### config.mk
export PLATFORM = sky130hd
export DESIGN_NAME = delayed_io_countdown
export DESIGN_NICKNAME = d
export VERILOG_FILES = /design/src/rtl/delayed_io_countdown.sv
export SDC_FILE = /design/constraint.sdc
export NUM_CORES = 1
export LEC_CHECK = 0
export ABC_AREA = 1
export ABC_CLOCK_PERIOD_IN_PS = 3900
export CAP_MARGIN = 10
export CORE_ASPECT_RATIO = 0.7
export CORE_UTILIZATION = 25
export CTS_CLUSTER_DIAMETER = 60
export CTS_CLUSTER_SIZE = 40
export DETAILED_ROUTE_END_ITERATION = 10
export SLEW_MARGIN = 20
export SYNTH_ARGS = -nofsm -noshare
export SYNTH_HDL_FRONTEND = slang
export SYNTH_SLANG_ARGS = --single-unit
### constraint.sdc
create_clock -name clk -period 3.9 [get_ports clk]
set_input_delay 0.975 -clock clk [delete_from_list [all_inputs] [get_ports clk]]
set_output_delay 0.975 -clock clk [all_outputs]
set_load 0.005 [all_outputs]
### src/rtl/delayed_io_countdown.sv
// Single-channel delay countdown: a start loads a cycle count, a one-cycle done pulse follows expiry.
// Supports cancel, restart-while-running, remaining-count readback and wrapping event counters.
module delayed_io_countdown #(
    parameter int W_CNT  = 32,
    parameter int W_STAT = 16
) (
    input  logic              clk,
    input  logic              rst_n,
    input  logic              i_enable,
    input  logic              i_start,
    input  logic              i_cancel,
    input  logic [W_CNT-1:0]  i_delay_cycles,
    output logic              o_busy,
    output logic              o_done,
    output logic              o_io_busy,
    output logic [W_CNT-1:0]  o_remaining,
    output logic [W_STAT-1:0] o_done_count,
    output logic [W_STAT-1:0] o_cancel_count,
    output logic [W_STAT-1:0] o_restart_count
);

    typedef enum logic [1:0] {
        S_IDLE  = 2'd0,
        S_COUNT = 2'd1,
        S_DONE  = 2'd2
    } state_t;

    localparam logic [W_CNT-1:0]  CNT_ONE  = W_CNT'(1);
    localparam logic [W_STAT-1:0] STAT_ONE = W_STAT'(1);

    state_t              state_q, state_d;
    logic [W_CNT-1:0]    cnt_q, cnt_d;
    logic [W_STAT-1:0]   done_cnt_q, done_cnt_d;
    logic [W_STAT-1:0]   cancel_cnt_q, cancel_cnt_d;
    logic [W_STAT-1:0]   restart_cnt_q, restart_cnt_d;
    logic [W_CNT-1:0]    load_val;

    // A zero delay still produces one busy cycle before done.
    assign load_val = (i_delay_cycles == '0) ? CNT_ONE : i_delay_cycles;

    always_comb begin
        state_d       = state_q;
        cnt_d         = cnt_q;
        done_cnt_d    = done_cnt_q;
        cancel_cnt_d  = cancel_cnt_q;
        restart_cnt_d = restart_cnt_q;
        if (!i_enable) begin
            state_d = S_IDLE;
            cnt_d   = '0;
        end else if (i_cancel && state_q == S_COUNT) begin
            state_d      = S_IDLE;
            cnt_d        = '0;
            cancel_cnt_d = cancel_cnt_q + STAT_ONE;
        end else if (i_start) begin
            state_d = S_COUNT;
            cnt_d   = load_val;
            if (state_q == S_COUNT) begin
                restart_cnt_d = restart_cnt_q + STAT_ONE;
            end
        end else begin
            case (state_q)
                S_COUNT: begin
                    if (cnt_q == CNT_ONE) begin
                        // Counted on entry so the status reflects the pulse in the same cycle.
                        state_d    = S_DONE;
                        cnt_d      = '0;
                        done_cnt_d = done_cnt_q + STAT_ONE;
                    end else begin
                        cnt_d = cnt_q - CNT_ONE;
                    end
                end
                S_DONE:  state_d = S_IDLE;
                default: state_d = S_IDLE;
            endcase
        end
    end

    always_ff @(posedge clk) begin
        if (!rst_n) begin
            state_q       <= S_IDLE;
            cnt_q         <= '0;
            done_cnt_q    <= '0;
            cancel_cnt_q  <= '0;
            restart_cnt_q <= '0;
        end else begin
            state_q       <= state_d;
            cnt_q         <= cnt_d;
            done_cnt_q    <= done_cnt_d;
            cancel_cnt_q  <= cancel_cnt_d;
            restart_cnt_q <= restart_cnt_d;
        end
    end

    assign o_busy          = (state_q == S_COUNT);
    assign o_done          = (state_q == S_DONE);
    assign o_io_busy       = o_busy | o_done;
    assign o_remaining     = o_busy ? cnt_q : '0;
    assign o_done_count    = done_cnt_q;
    assign o_cancel_count  = cancel_cnt_q;
    assign o_restart_count = restart_cnt_q;

endmodule
==> results.md, run 1 <==
- Status: complete, no violations
- DR vias: 5552
- Residual DRC count: 0
- Drt wl/cell: 13.5 µm
- CP Data Required Time: 2920 ps
- Die height: 121 µm
- Worst r2r src: state_q[1]
- Arrival @ worst endpoint: 1970 ps
- Synth Register Bits: 82
- Pwr Density: 323 nW/µm²
- Maximum clock frequency: 340 MHz
- Reg2reg setup slack: 1630 ps
- Slew at the pin closest to its max-slew limit: 524 ps
- Hold path startpoint: o_restart_count[12]
- Worst path slowest cell: clkdlybuf4s50_1
- Initial Util: 25.6%
- Hold endpoint: o_restart_count[12]
- Total of max-cap violations: 0
- Fraction of layout cells with a size suffix above 1: 6.49%
- TritonCTS buffer count: 9
- Mapped Cells: 808
- CP Capture Type: output pin
- Chip width: 172 µm
- Nets: 965
- Area contributors post-synth: dfxtp_1, nand2_1, nor2_1
- Io pins: 120
- CTS Hold Buffers Added: 0
- Slew Viols, Final: 0
- Antenna violations before repair: 1
- # resized after CTS: 0
- CTS max path bufs: 2
- Die area: 20900 µm²
- Post-CTS Setup Bufs: 0
- Largest net degree at the start of global routing: 39
- RSZ-0062 raised after global routing: no
- Syn nets: 852
- First-pass GRT wire length: 25500 µm
- Seq/Total Area, Yosys: 32.3%
- CP Class: flip-flop to output pin
- Synth unique cells: 36
- Rel. slew slack: 65.0%
- Syn Std Cell Area: 5080 µm²
- Area of the core: 19900 µm²
- DP Worst Slack: 757 ps
- Port Buffer Count: 119
- Reg-to-Reg End: o_cancel_count[15]
- Avg Cell Area, Syn: 6.29 µm²
- Worst Hold Class: flip-flop to flip-flop
- Synth warn: 0
- Crit Path Max Fanout: 38
- Remaining Overflow, GRT: 0
- CP peak stage delay: 500 ps
- HPWL after detailed placement: 12100 µm
- Period utilisation layout: 75.5%
- Minimum clock period after layout: 2950 ps
- Synth-to-layout area growth: 35.8%
- Worst setup margin: 955 ps
- ANT nets after route: 0
- Final-report hold violation count: 0
- DRT iter0 DRCs: 390
- Number of H-tree levels: 3
- Critical path, cell by cell: inv_1 > ha_1 > buf_4 > nand2_1 > inv_1 > clkdlybuf4s50_1
- Number of global-route vias before repair: 4934
- Power, Total: 2230 µW
- Clk_skew: 6.26 ps
- R2R cell count: 10
- Vias per cell: 4.64
- RePlAce Congestion: 0.876
- DRT Wirelength: 16200 µm
- Yosys top cell by area: dfxtp_1
- DR pass1 iterations: 5
- Static leakage: 0.00285 µW
- CTS tree: built
- Gr usage total: 15.8%
- Clock Latency Late Sink: 340 ps
- Peak supply drop: 218 µV
- FP Rows: 43
- Worst Hold Depth: 2
- CP most frequent cell: inv_1
- Setup Total Neg Slack: 0 ps
- Startpoint types: flip-flop
- Layout fillers: 2117
- Setup violations, final: 0
- Clock input transition at the sequential cells of the worst setup and hold paths: 60 ps
- Cell family with most CP delay: buffers and inverters
- Worst path bufs/invs: 4
- Clock Sink Count: 82
- CTS root buf: clkbuf_16
- Top-area cell type share of the netlist area: 32.3%
[worst max-delay path by stage]
stage / cells past startpoint / slack [ps] / to / start
2_1_floorplan: 8 / 1800 / o_restart_count[13] / i_start
3_3_place_gp: 8 / 860 / o_restart_count[13] / i_start
3_5_place_dp: 8 / 760 / o_restart_count[13] / i_start
4_1_cts: 6 / 900 / o_remaining[31] / state_q[1]
5_1_grt: 6 / 780 / o_remaining[24] / state_q[1]
6_report: 6 / 950 / o_remaining[2] / state_q[1]
[cells in the final DEF (no fill, tap or decap), drive strengths merged]
cell type	Yosys	layout
o21a	3	3
nor2	142	142
ha	7	7
buf	7	7
diode	0	1
nor3b	1	1
and3	2	2
dfxtp	82	82
o31ai	1	1
or2	1	1
a21oi	72	72
a211oi	1	1
bufinv	0	3
nand3	43	43
a22oi	31	31
clkbuf	17	11
nand2	227	227
clkinv	2	3
o21ai	18	18
inv	94	94
a31oi	1	1
o21bai	8	8
nor3	15	15
xnor2	10	10
nand4	12	12
clkdlybuf4s50	0	119
xor2	11	11
[Yosys cell counts]
master and n:
xnor2_1 10, and3_1 2, inv_2 1, nor2_2 7, clkinv_1 1, buf_12 1
clkbuf_1 17, dfxtp_1 82, nand3_1 42, buf_2 5, nor3_1 14, o21bai_1 8
nor2_4 2, clkinv_4 1, o31ai_1 1, a21oi_1 62, nand4_2 1, nand2_4 1
a22oi_1 31, buf_4 1, nand2_2 12, nand2_1 214, a211oi_1 1, a31oi_1 1
inv_1 93, o21ai_0 18, nand3_2 1, ha_1 7, or2_0 1, xor2_1 11
nor3b_1 1, nor3_2 1, nand4_1 11, a21oi_2 10, nor2_1 133, o21a_1 3
[layer usage]
metal | track usage [%] | part of all wire [%]
met4 | 4.76 | 1.5
met1 | 24.0 | 54
met3 | 3.75 | 7.0
met2 | 21.3 | 38
met5 | 0 | 0
[power breakdown]
part | total [µW] | leakage, µW | internal, µW | switching, µW
Clock | 1020 | 0.000172 | 659 | 363
Combinational | 334 | 0.00202 | 127 | 207
Sequential | 872 | 0.000663 | 850 | 22.2
[state kept, by name (all words and copies together), names as in the netlist]
signal,cells
cnt_q,32
state_q,2
o_cancel_count,16
o_done_count,16
o_restart_count,16
[worst reg2reg max path, cell delays in order, from the launching register on]
cell and delay [ps]:
dfxtp_1 330, inv_1 70, ha_1 130, buf_4 400, nand3_2 250, nor2_2 250
nand4_1 170, nor2_1 230, nand3_1 170, nor2_1 120, nor2_1 50
[area by class of cell]
| cell class | instances | area [µm²] | share of cell area, % |
|---|---|---|---|
| well taps | 270 | 338 | 4.89 |
| repair buffers | 126 | 1240 | 18.0 |
| inverters | 96 | 365 | 5.29 |
| clock buffers | 11 | 253 | 3.66 |
| clock inverters | 4 | 98.8 | 1.43 |
| diodes | 1 | 2.50 | 0.0362 |
| multi-input cells | 606 | 2960 | 42.9 |
| flip-flops and latches | 82 | 1640 | 23.8 |
[logic make-up (layout without fill, tap and decap cells)]
| group | Yosys count | count (layout) | share of synthesized area, % |
|---|---|---|---|
| xor+xnor | 21 | 21 | 3.62 |
| fa+ha+maj | 7 | 7 | 1.72 |
| buf+inv | 120 | 237 | 9.48 |
| simple gates | 443 | 443 | 36.7 |
| compound gates | 135 | 135 | 16.2 |
| other cells | 0 | 1 | 0 |
| flops | 82 | 82 | 32.3 |
[through the flow]
stage	std cells	instance area (µm²)	utilization (%)	hold slack [ps]
after detailed placement	1180	6550	33.0	474
final	1196	6900	34.8	485
after global placement	1180	6550	33.0	477
after floorplan	808	5080	-	453
after CTS	1195	6900	34.8	492
after global routing	1196	6900	34.8	508
Power figures use the tool's default switching activity.
==> inputs of run 2 (changes only) <==
--- a/config.mk
+++ b/config.mk
@@ -6,7 +6,7 @@
 export NUM_CORES = 1
 export LEC_CHECK = 0
 export ABC_AREA = 1
-export ABC_CLOCK_PERIOD_IN_PS = 3900
+export ABC_CLOCK_PERIOD_IN_PS = 3000
 export CAP_MARGIN = 10
 export CORE_ASPECT_RATIO = 0.7
 export CORE_UTILIZATION = 25
==> constraint.sdc (replaced) <==
create_clock -name clk -period 3 [get_ports clk]
set_input_delay 0.75 -clock clk [delete_from_list [all_inputs] [get_ports clk]]
set_output_delay 0.75 -clock clk [all_outputs]
set_load 0.005 [all_outputs]
==> run 2 against run 1 <==
Compared with the run above: global-route usage increased by 0.057 points; clock power increased by 12%; largest power group unchanged; cell count increased by 0.17%; sequential share of layout area increased by 0.10 points; count of clock-buffer cells in the layout decreased by 1; first-iteration DRC count decreased by 0.51%; wire length decreased by 0.75%; critical endpoint is now o_remaining[24]; total power increased by 21%.
==> results.md, run 2 (synthesis results as in run 1) <==
- Crit Path Max Fanout: 26 (was 38)
- Chip width: 172 µm (unchanged)
- Clock Sink Count: 82 (unchanged)
- Worst path slowest cell: clkdlybuf4s50_1 (unchanged)
- Port Buffer Count: 119 (unchanged)
- DR vias: 5468 (was 5552)
- Max FFs per register: 32 (unchanged)
- Commonest non-fill, non-tap cells in the layout: nand2_1, nor2_1, clkdlybuf4s50_1, inv_1, dfxtp_1 (unchanged)
- TritonCTS buffer count: 9 (unchanged)
- Synth-to-layout area growth: 35.3% (was 35.8%)
- Finished Cell Area: 6870 µm² (was 6900 µm²)
- Initial Util: 25.6% (unchanged)
- CP Data Required Time: 2250 ps (was 2920 ps)
- Static leakage: 0.00283 µW (was 0.00285 µW)
- CTS root buf: clkbuf_16 (unchanged)
- Clock input transition at the sequential cells of the worst setup and hold paths: 70 ps (was 60 ps)
- Pint: 1920 µW (was 1640 µW)
- CP Class: flip-flop to output pin (unchanged)
- Worst Hold Class: flip-flop to flip-flop (unchanged)
- FP Rows: 43 (unchanged)
- CTS max path bufs: 2 (unchanged)
- Period utilisation layout: 87.7%
- Nets: 967 (was 965)
- Fraction of layout cells with a size suffix above 1: 6.68% (was 6.49%)
- Minimum clock period after layout: 2630 ps
- CP most frequent cell: inv_1 (unchanged)
- Critical path, cell by cell: inv_1 > ha_1 > buf_4 > nand2_1 > inv_1 > clkdlybuf4s50_1 (unchanged)
- Number of H-tree levels: 3 (unchanged)
- Slew Viols, Final: 0 (unchanged)
- Power share of the clock group: 42.0% (was 45.9%)
- Reg area: 1640 µm² (unchanged)
- Pwr Density: 393 nW/µm² (was 323 nW/µm²)
- CTS tree: built (unchanged)
- DRT Wirelength: 16000 µm (was 16200 µm)
- DRT iter0 DRCs: 388 (was 390)
- CTS Hold Buffers Added: 0 (unchanged)
- Psw: 781 µW (was 592 µW)
- Largest Register: cnt_q (unchanged)
- DR pass1 iterations: 5 (unchanged)
- Die height: 121 µm (unchanged)
- CP peak stage delay: 500 ps (about the same)
- RePlAce Congestion: 0.913 (was 0.876)
- Comb power frac: 16.0% (was 15.0%)
- Io pins: 120 (unchanged)
- Setup Total Neg Slack: 0 ps (unchanged)
- Commonest non-fill, non-tap cell in the layout: nand2_1 (unchanged)
- Remaining Overflow, GRT: 0 (unchanged)
- Power, Total: 2700 µW (was 2230 µW)
- First-pass GRT wire length: 25600 µm (was 25500 µm)
- Drt wl/cell: 13.4 µm (was 13.5 µm)
- Worst setup margin: 369 ps (was 955 ps)
- Largest net degree at the start of global routing: 34 (was 39)
- Rel. slew slack: 45.0% (was 65.0%)
- Final-report hold violation count: 0 (unchanged)
- Residual DRC count: 0 (unchanged)
- Multi-input gate area: 2960 µm² (unchanged)
- Switch share: 28.9% (was 26.6%)
- Area after DPL: 6580 µm² (was 6550 µm²)
- DP Worst Slack: 416 ps (was 757 ps)
- CP Capture Type: output pin (unchanged)
- Setup violations, final: 0 (unchanged)
- Layout fillers: 2127 (was 2117)
- Slew at the pin closest to its max-slew limit: 824 ps (was 524 ps)
- Antenna violations before repair: 0 (was 1)
- Die area: 20900 µm² (unchanged)
- RSZ-0062 raised after global routing: no (unchanged)
- Number of global-route vias before repair: 4862 (was 4934)
- Clk_skew: 9.65 ps (was 6.26 ps)
- HPWL after detailed placement: 12200 µm (was 12100 µm)
- Startpoint types: flip-flop (unchanged)
- Area of the core: 19900 µm² (unchanged)
- Clock Latency Late Sink: 350 ps (was 340 ps)
- Peak supply drop: 238 µV (was 218 µV)
- Sequential share of power: 42.0% (was 39.2%)
- Vias per cell: 4.56 (was 4.64)
- Arrival @ worst endpoint: 1880 ps (was 1970 ps)
- Inserted Diodes: 0 (was 1)
- Gr usage total: 15.9% (was 15.8%)
- Status: complete, no violations (unchanged)
- Total of max-cap violations: 0 (unchanged)
- ANT nets after route: 0 (unchanged)
- Maximum clock frequency: 380 MHz
- # resized after CTS: 0 (unchanged)
- Post-CTS Setup Bufs: 0 (unchanged)
==> run 2: final timing paths <==
kind	end	cells past startpoint	start	slack (ps)
max	o_remaining[24]	6	state_q[1]	370
min	o_restart_count[4]	2	o_restart_count[4]	490
max reg2reg	o_cancel_count[15]	10	state_q[1]	810
min reg2reg	o_restart_count[4]	2	o_restart_count[4]	490
==> run 2: worst max-delay path, delay by kind of cell (launching register included) <==
family | cells | cell delay [ps]
and+or+nand+nor | 1 | 100
buffers and inverters | 4 | 950
adders and majority gates | 1 | 160
DFF | 1 | 330
==> run 2: metal layers <==
| layer | vias up | global-route usage, % | part of all wire, % |
|---|---|---|---|
| met1 | 2461 | 24.5 | 53 |
| met3 | 10 | 4.31 | 8.9 |
| met5 | - | 0 | 0 |
| li1 | 2845 | - | - |
| met2 | 152 | 21.0 | 38 |
| met4 | 0 | 3.76 | 0.85 |
==> run 2: metrics by stage <==
step,instances,hold slack [ps],utilization [%]
floorplan,808,453,-
global placement,1182,473,33.1
detailed placement,1182,471,33.1
CTS,1198,480,34.6
global route,1198,514,34.6
finish,1198,489,34.6
==> run 2: final cells by class <==
type	instances	share of cell area [%]
clock buffers	10	3.33
clock inverters	6	0.983
inverters	96	5.31
multi-input cells	606	43.1
flip-flops and latches	82	23.9
well taps	270	4.91
repair buffers	128	18.5
==> run 2: power by group through the flow <==
stage,Combinational (µW),Sequential (µW),Clock (µW)
finish,432,1130,1140
global route,483,1140,1220
CTS,431,1130,1170
detailed placement,428,1160,0
global placement,425,1160,0
floorplan,280,1150,0
==> inputs of run 3 (changes only) <==
--- a/config.mk
+++ b/config.mk
@@ -13,6 +13,7 @@
 export CTS_CLUSTER_DIAMETER = 60
 export CTS_CLUSTER_SIZE = 40
 export DETAILED_ROUTE_END_ITERATION = 10
+export GPL_TIMING_DRIVEN = 0
 export SLEW_MARGIN = 20
 export SYNTH_ARGS = -nofsm -noshare
 export SYNTH_HDL_FRONTEND = slang
==> run 3 against run 2 <==
Compared with the run above: non-clock buffer count increased by 14; worst setup slack worse by 170 ps; clock power is 6% higher; die area unchanged; via count up 0.75%.
==> results.md, run 3 (synthesis results as in run 1) <==
- Peak supply drop: 236 µV (was 238 µV)
- GR peak layer: met1 (unchanged)
- Commonest non-fill, non-tap cell in the layout: nand2_1 (unchanged)
- Reg-to-Reg End: o_cancel_count[15] (unchanged)
- First-pass GRT wire length: 26300 µm (was 25600 µm)
- Grt met1 use: 24.3% (was 24.5%)
- Slew at the pin closest to its max-slew limit: 701 ps (was 824 ps)
- Antenna violations before repair: 0 (unchanged)
- DR pass1 iterations: 5 (unchanged)
- Arrival @ worst endpoint: 2050 ps (was 1880 ps)
- Area of the core: 19900 µm² (unchanged)
- Clock Sink Count: 82 (unchanged)
- CTS max path bufs: 2 (unchanged)
- Nets: 981 (was 967)
- Finished Cell Area: 6930 µm² (was 6870 µm²)
- Fin util: 34.9% (was 34.6%)
- Largest net degree at the start of global routing: 15 (was 34)
- CTS Hold Buffers Added: 0 (unchanged)
- Worst path bufs/invs: 5 (was 4)
- DR vias: 5509 (was 5468)
- Io pins: 120 (unchanged)
- Die area: 20900 µm² (unchanged)
- CP Class: flip-flop to output pin (unchanged)
- CTS tree: built (unchanged)
- Synth-to-layout area growth: 36.3% (was 35.3%)
- R2R cell count: 11 (was 10)
- DRT iter0 DRCs: 391 (was 388)
- Global Route met3 Usage: 5.15% (was 4.31%)
- Drt wl/cell: 13.7 µm (was 13.4 µm)
- Clk_skew: 8.26 ps (was 9.65 ps)
- Startpoint types: flip-flop (unchanged)
- Worst Hold Depth: 1 (was 2)
- Slew Viols, Final: 0 (unchanged)
- Hold endpoint: o_restart_count[11] (was o_restart_count[4])
- Minimum clock period after layout: 2800 ps (was 2630 ps)
- Rel. slew slack: 53.3% (was 45.0%)
- Status: complete, no violations (unchanged)
- Initial Util: 25.6% (unchanged)
- Number of global-route vias before repair: 5041 (was 4862)
- Inserted Diodes: 0 (unchanged)
- Hold path startpoint: o_restart_count[11] (was o_restart_count[4])
- Critical path, cell by cell: inv_1 > ha_1 > buf_4 > clkbuf_2 > nand2_1 > inv_1 > clkdlybuf4s50_1 (was inv_1 > ha_1 > buf_4 > nand2_1 > inv_1 > clkdlybuf4s50_1)
- TritonCTS buffer count: 9 (unchanged)
- RePlAce Congestion: 0.931 (was 0.913)
- ANT nets after route: 0 (unchanged)
- RSZ-0062 raised after global routing: no (unchanged)
- Setup Total Neg Slack: 0 ps (unchanged)
- Worst path slowest cell: clkdlybuf4s50_1 (unchanged)
- Die height: 121 µm (unchanged)
- Final-report hold violation count: 0 (unchanged)
- Worst Hold Class: flip-flop to flip-flop (unchanged)
- DRT Wirelength: 16600 µm (was 16000 µm)
- Static leakage: 0.00285 µW (was 0.00283 µW)
- Max FFs per register: 32 (unchanged)
- CP peak stage delay: 500 ps (about the same)
- Number of H-tree levels: 3 (unchanged)
- Setup violations, final: 0 (unchanged)
- Remaining Overflow, GRT: 0 (unchanged)
- Reg2reg setup slack: 860 ps (was 810 ps)
- Commonest non-fill, non-tap cells in the layout: nand2_1, nor2_1, clkdlybuf4s50_1, inv_1, dfxtp_1 (unchanged)
- CP Capture Type: output pin (unchanged)
- Crit Path Max Fanout: 10 (was 26)
- Final Non-Filler Cells: 1212 (was 1198)
- CP most frequent cell: inv_1 (unchanged)
- Total of max-cap violations: 0 (unchanged)
- Cell family with most CP delay: buffers and inverters (unchanged)
- Fraction of layout cells with a size suffix above 1: 6.58% (was 6.68%)
- Gr usage total: 16.3% (was 15.9%)
- Pwr Density: 402 nW/µm² (was 393 nW/µm²)
- Largest Register: cnt_q (unchanged)
- GR Util met2: 22.2% (was 21.0%)
- Port Buffer Count: 118 (was 119)
- Residual DRC count: 0 (unchanged)
- Area after DPL: 6600 µm² (was 6580 µm²)
- Period utilisation layout: 93.3% (was 87.7%)
- Clock Latency Late Sink: 350 ps (about the same)
- DP Cell Count: 1196 (was 1182)
- FP Rows: 43 (unchanged)
- HPWL after detailed placement: 13000 µm (was 12200 µm)
- CTS root buf: clkbuf_16 (unchanged)
- Vias per cell: 4.55 (was 4.56)
- Critical Path Stages: 7 (was 6)
- CP Data Required Time: 2250 ps (about the same)
- Worst r2r src: state_q[1] (unchanged)
- Maximum clock frequency: 357 MHz (was 380 MHz)
- Clock input transition at the sequential cells of the worst setup and hold paths: 60 ps (was 70 ps)
- Chip width: 172 µm (unchanged)
- Post-CTS Setup Bufs: 0 (unchanged)
run 3: cell count changes in the layout (fill, tap and decap cells not counted), sizes merged:
cell	delta
clkinv	-2
clkbuf	+17
bufinv	+1
buf	-2
clkdlybuf4s50	-1
clkinvlp	+1
run 3: area by class of cell:
class	instances	area [µm²]
Inverter	96	365
Clock inverter	6	91.3
Timing Repair Buffer	118	1180
Buffer	24	120
Tap cell	270	338
Sequential cell	82	1640
Multi-Input combinational cell	606	2960
Fill cell	2172	12900
Clock buffer	10	229
run 3: what timing repair did:
item | CTS | global route
endpoints found under the setup margin | 9 | 10
hold endpoints to repair | 0 | 0
gates resized for setup | 2 | 2
run 3: stage by stage:
step / total power (µW) / setup slack [ps] / hold WS, ps
after detailed placement: 1590 / 346 / 472
after floorplan: 1430 / 1130 / 453
after global routing: 2920 / 19.2 / 521
final: 2780 / 202 / 483
after global placement: 1580 / 330 / 473
after CTS: 2820 / 71.2 / 490
run 3: worst max path at each step:
stage / start / to / slack, ps
floorplan: i_start / o_restart_count[13] / 1130
detailed placement: rst_n / o_done_count[0] / 350
finish: state_q[1] / o_remaining[3] / 200
CTS: state_q[1] / o_remaining[24] / 70
global route: state_q[1] / o_remaining[2] / 20
global placement: state_q[1] / o_remaining[1] / 330
run 3: worst reg2reg max path, stage by stage (launching register included):
cell	delay, ps
dfxtp_1	340
inv_1	80
ha_1	170
buf_4	210
nand3_2	170
nor2_2	240
nand4_1	190
nor2_1	240
nand3_1	180
nand2_1	90
nand2_1	50
nor2_1	110
run 3: per-layer routing:
layer | wire, µm | vias up
met3 | 1430 | 14
li1 | - | 2862
met5 | 0 | -
met2 | 6450 | 170
met1 | 8600 | 2463
met4 | 170 | 0
run 3: report_power, final:
| part | internal (µW) | switching (µW) |
|---|---|---|
| clock | 731 | 481 |
| sequential | 1110 | 27.7 |
| combinational | 165 | 274 |
| total | 2000 | 783 |
